[src/rtl/awgn_out_buffer.sv]
// rtl/awgn_out_buffer.sv - warm-up gated, pair-atomic FIFO serializer for AWGN generator output
module awgn_out_buffer #(
  parameter int W      = 16,
  parameter int DEPTH  = 16,
  parameter int AW     = 4,
  parameter int WARMUP = 8
) (
  input  logic          clk,
  input  logic          reset,
  input  logic          en,
  input  logic [W-1:0]  awgn_in_0,
  input  logic [W-1:0]  awgn_in_1,
  output logic [W-1:0]  m_data,
  output logic          m_valid,
  input  logic          m_ready,
  output logic [AW:0]   fill,
  output logic [15:0]   ovf_cnt,
  output logic          warm
);

  localparam int CW = (WARMUP < 1) ? 1 : $clog2(WARMUP + 1);
  localparam logic [CW-1:0] WARM_LAST = CW'(WARMUP);
  localparam logic [AW:0]   ROOM_LIM  = (AW + 1)'(DEPTH - 2);

  logic [W-1:0]  mem [DEPTH];
  logic [AW-1:0] wr_ptr;
  logic [AW-1:0] rd_ptr;
  logic [CW-1:0] warm_cnt;
  logic [CW-1:0] warm_cnt_next;
  logic [AW:0]   fill_next;
  logic          push;
  logic          accept;
  logic          reject;
  logic          pop;

  // Space is judged on the registered fill only, so a same-cycle pop never makes room.
  assign push    = warm & en;
  assign accept  = push & (fill <= ROOM_LIM);
  assign reject  = push & ~accept;
  assign m_valid = (fill != '0);
  assign pop     = m_valid & m_ready;
  assign m_data  = m_valid ? mem[rd_ptr] : '0;

  always_comb begin
    warm_cnt_next = warm_cnt;
    if (warm_cnt != WARM_LAST) begin
      warm_cnt_next = warm_cnt + CW'(1);
    end
  end

  always_comb begin
    fill_next = fill;
    if (accept) begin
      fill_next = fill_next + (AW + 1)'(2);
    end
    if (pop) begin
      fill_next = fill_next - (AW + 1)'(1);
    end
  end

  always_ff @(posedge clk) begin
    if (!reset) begin
      wr_ptr   <= '0;
      rd_ptr   <= '0;
      fill     <= '0;
      ovf_cnt  <= '0;
      warm_cnt <= '0;
      warm     <= 1'b0;
    end else begin
      warm_cnt <= warm_cnt_next;
      warm     <= warm | (warm_cnt_next == WARM_LAST);
      fill     <= fill_next;
      if (accept) begin
        wr_ptr <= wr_ptr + AW'(2);
      end
      if (pop) begin
        rd_ptr <= rd_ptr + AW'(1);
      end
      if (reject && (ovf_cnt != 16'hFFFF)) begin
        ovf_cnt <= ovf_cnt + 16'd1;
      end
    end
  end

  // Sample storage has no reset; pointers and fill alone define what is valid.
  always_ff @(posedge clk) begin
    if (accept) begin
      mem[wr_ptr]          <= awgn_in_0;
      mem[wr_ptr + AW'(1)] <= awgn_in_1;
    end
  end

endmodule
[config.mk]
export PLATFORM = sky130hd
export DESIGN_NAME = awgn_out_buffer
export DESIGN_NICKNAME = d
export VERILOG_FILES = /design/src/rtl/awgn_out_buffer.sv
export SDC_FILE = /design/constraint.sdc
export NUM_CORES = 1
export LEC_CHECK = 0
export ABC_CLOCK_PERIOD_IN_PS = 4500
export CORE_AREA = 10 10 277 146
export DETAILED_ROUTE_END_ITERATION = 16
export DIE_AREA = 0 0 287 156
export PLACE_DENSITY = 0.53
export SKIP_CTS_REPAIR_TIMING = 1
export SYNTH_ARGS = -nofsm -noshare
export SYNTH_HDL_FRONTEND = slang
export SYNTH_SLANG_ARGS = --single-unit
[constraint.sdc]
create_clock -name clk -period 4.5 [get_ports clk]
set_input_delay 0.675 -clock clk [delete_from_list [all_inputs] [get_ports clk]]
set_output_delay 0.675 -clock clk [all_outputs]
set_load 0.05 [all_outputs]
==> metrics.sh <==
MAX-SLEW-MARGIN-REL=0.295
SEQ_AREA_UM2=8430
INSTANCES_NO_FILL=1189
GRT_PASS1_WL_MM=36.9
SKEW_NS=0.0211
WHS_NS=0.498
FIN_TOTAL_PWR_mW=7.18
FINAL_ROUTED_DRC_VIOLATION_TOTAL=0
PLACE.DETAILED.HPWL_MM=13.5
DRIVE_ABOVE_1_SHARE=0.217
SYNTH-SEQ-CELLS=293
GLOBALROUTE.TOTALOVERFLOW=0
SETUP.WORST_PATH.END_CLASS='output port'
LAYOUT_SETUP_WS_NS=0.349
NUMBER_OF_ANTENNA_VIOLATIONS_AT_THE_FIRST_CHECK_IN_GLOBAL_ROUTING=0
ROUTE.DETAILED.WL_PER_INST_UM=19.9
YOSYS_MOST_USED_DFF='sky130_fd_sc_hd__edfxtp_1'
VIA_COUNT_OF_THE_FIRST_GLOBAL_ROUTING_PASS=6073
IOPINCOUNT=75
POST_DRT_VIA_CELL_RATIO=4.85
DIEWIDTH_UM=287
POSTPLACECELLAREA_UM2=13000
YOSYSWARNINGCOUNT=0
PLACEMENT.SETUP.WORST_SLACK_NS=0.878
GRT_SETUP_UNREPAIRED='false'
PLACEMENT.IO_BUFFERS=74
P_SW_mW=2.09
AREA_GROWTH_PCT=20.7
DIODES=0
PLACE_CONGESTION=0.709
SYN_INST=588
CELL_INTERNAL_PWR_mW=5.09
DESIGN.DIE.AREA_UM2=44800
LAYOUT.CELLS.MOST_COMMON_LIST='sky130_fd_sc_hd__edfxtp_1 (256), sky130_fd_sc_hd__mux4_2 (74), sky130_fd_sc_hd__clkdlybuf4s50_1 (74), sky130_fd_sc_hd__dfxtp_1 (35), sky130_fd_sc_hd__clkbuf_16 (29)'
SYNTHDISTINCTLIBCELLS=51
FINISH.NET_COUNT=724
CTS.REPORTEDPATHS.CLKPINSLEW_NS=0.06
FINAL_CORE_UTILIZATION=0.393
INITIAL_CELL_DENSITY_OF_THE_CORE=0.326
CTS-ROOT-TO-SINK-BUFFERS=3
FINAL_PERIOD_MINUS_WORST_SETUP_SLACK_NS=4.15
TIGHTEST_SLEW_NS=1.06
ANTENNA_VIOLATING_NETS_POST_ROUTE=0
SYNTH_AREA_LEADER_CELL='sky130_fd_sc_hd__edfxtp_1'
CLOCK_TREE.HTREE_LEVEL_COUNT=1
FINAL_WIRELENGTH_MM=23.7
SYNTH.YOSYS.SEQ_AREA_SHARE=0.727
POWER_LEAKAGE_nW=4.24
CTS_BUFFERS=29
COMBINATIONALPOWERSHARE=0.228
DRT_ITER0_MARKERS=375
FINAL_CRITICAL_PATH_SHARE_OF_THE_CLOCK_PERIOD=0.922
SYNTH-EDFF-COUNT=256
HOLD_VIOL_FINAL=0
DP.CELLS=1135
AREA_OCCUPIED_BY_MULTI_INPUT_GATES_UM2=3030
INSERTION_DELAY_OF_THE_LATER_CLOCKED_PIN_IN_THE_WORST_SKEW_PAIR_NS=0.57
STATUS='completed'
POWER.DENSITY_nW_PER_UM2=513
MAXSLEWVIOLCOUNT=0
GRT_START_MAX_NET_PINS=65
CRITICAL_PATH_CLASS='flip-flop to output port'
NFILLCELLS=3206
ROWS=49
CRITPATHREQUIREDTIME_NS=3.83
SYNTH_AREA_PER_CELL_UM2=19.7
TRITONCTS_NUM_SINKS=293
START_KIND='flip-flop'
CLKPWRFRAC=0.345
MAX-CAP-VIOLATIONS=0
SYNTH_TOP_CELLS_BY_AREA='sky130_fd_sc_hd__edfxtp_1 (66%), sky130_fd_sc_hd__mux4_2 (14%), sky130_fd_sc_hd__dfxtp_1 (6.4%)'
IR_DROP_uV=264
TOTAL_VIA_COUNT_AFTER_DETAILED_ROUTING=5767
FMAX_GHz=0.241
SYNTHESIS.AREA_UM2=11600
GLOBAL_ROUTE.USAGE.TOTAL=0.105
TIMING.FINAL.SETUP_VIOLATIONS=0
SETUP-TNS-FINAL_NS=0
CORE-AREA_UM2=35600
CTS_ROOT_BUFFER='sky130_fd_sc_hd__clkbuf_16'
YOSYSTOPAREACELLSHARE=0.663
DIE_HEIGHT_UM=156
WORSTPATHARRIVAL_NS=3.48
CP_MAX_FO=22
WORSTHOLDPATHTYPE='flip-flop to flip-flop'
SYNTH.NET_COUNT=630
NETSWITCHINGFRACTION=0.291
SYNTH_ASYNC_SR_FLOP_SHARE=0
FIN_AREA_UM2=14000
DRT_PRE_ANTENNA_ITERS=4
CLOCK_TREE_FROM_TRITONCTS='done'
SEQ_POWER_SHARE=0.427
MOSTFREQUENTLAYOUTCELL='sky130_fd_sc_hd__edfxtp_1'
[sequential cells by signal, indices dropped and copies added (netlist names), named ones only]
| name | flops |
|---|---|
| ovf_cnt | 16 |
| fill | 5 |
| warm | 1 |
| warm_cnt | 4 |
| mem | 256 |
| rd_ptr | 4 |
| wr_ptr | 3 |
[critical path, cell delays in order, from the launching register on]
cell	delay, ns
sky130_fd_sc_hd__dfxtp_4	0.65
sky130_fd_sc_hd__buf_4	0.30
sky130_fd_sc_hd__mux4_1	0.58
sky130_fd_sc_hd__mux4_2	0.46
sky130_fd_sc_hd__and2_1	0.19
sky130_fd_sc_hd__clkdlybuf4s50_1	0.72
[worst paths after layout]
check	startpoint	depth (start not counted)	slack [ns]	to
max	flip-flop	5	0.35	m_data[10]
max reg2reg	fill[1]	5	1.73	mem[15][14]
min	rd_ptr[3]	2	0.50	flip-flop
min reg2reg	rd_ptr[3]	2	0.50	flip-flop
[synthesized netlist by cell type (7+ instances only)]
master and count:
sky130_fd_sc_hd__mux4_2 74, sky130_fd_sc_hd__a21oi_1 18, sky130_fd_sc_hd__inv_1 8, sky130_fd_sc_hd__nand3_1 7, sky130_fd_sc_hd__dfxtp_1 37, sky130_fd_sc_hd__and2_1 18
sky130_fd_sc_hd__or3_1 8, sky130_fd_sc_hd__nor2_1 18, sky130_fd_sc_hd__o21ai_0 9, sky130_fd_sc_hd__clkbuf_1 11, sky130_fd_sc_hd__edfxtp_1 256, sky130_fd_sc_hd__nand2_1 23
[cells by family (layout without fill, tap and decap cells)]
family          after synthesis  in the layout  share of synthesized area
buf+inv                      35            152                     0.0166
xor+xnor                     10             10                    0.00756
compound gates               46             46                     0.0249
fa+ha+maj                     6              6                    0.00648
mux                          86             86                      0.163
simple gates                112            112                     0.0544
flops                       293            293                      0.727
[routing by layer]
metal	wire, um	share of wire	track usage	up-vias
met4	431	0.018	0.0261	0
met1	10900	0.46	0.140	3052
li1	-	-	-	2611
met5	0	0	0	-
met3	852	0.036	0.0202	32
met2	11500	0.49	0.175	72
[power by group through the flow]
stage / registers (mW) / clock network [mW] / logic [mW]
2_1_floorplan: 3.13 / 0 / 1.13
3_3_place_gp: 3.12 / 0 / 1.66
3_5_place_dp: 3.13 / 0 / 1.68
4_1_cts: 3.07 / 2.55 / 1.68
5_1_grt: 3.08 / 2.68 / 1.74
6_report: 3.07 / 2.48 / 1.64
[area by class of cell]
class / instances / share of cell area
Clock inverter: 21 / 0.0166
Sequential cell: 293 / 0.603
Timing Repair Buffer: 90 / 0.0643
Multi-Input combinational cell: 260 / 0.217
Inverter: 8 / 0.00215
Clock buffer: 33 / 0.0537
Tap cell: 484 / 0.0433
Note: power is estimated with default switching activity, not from simulation.
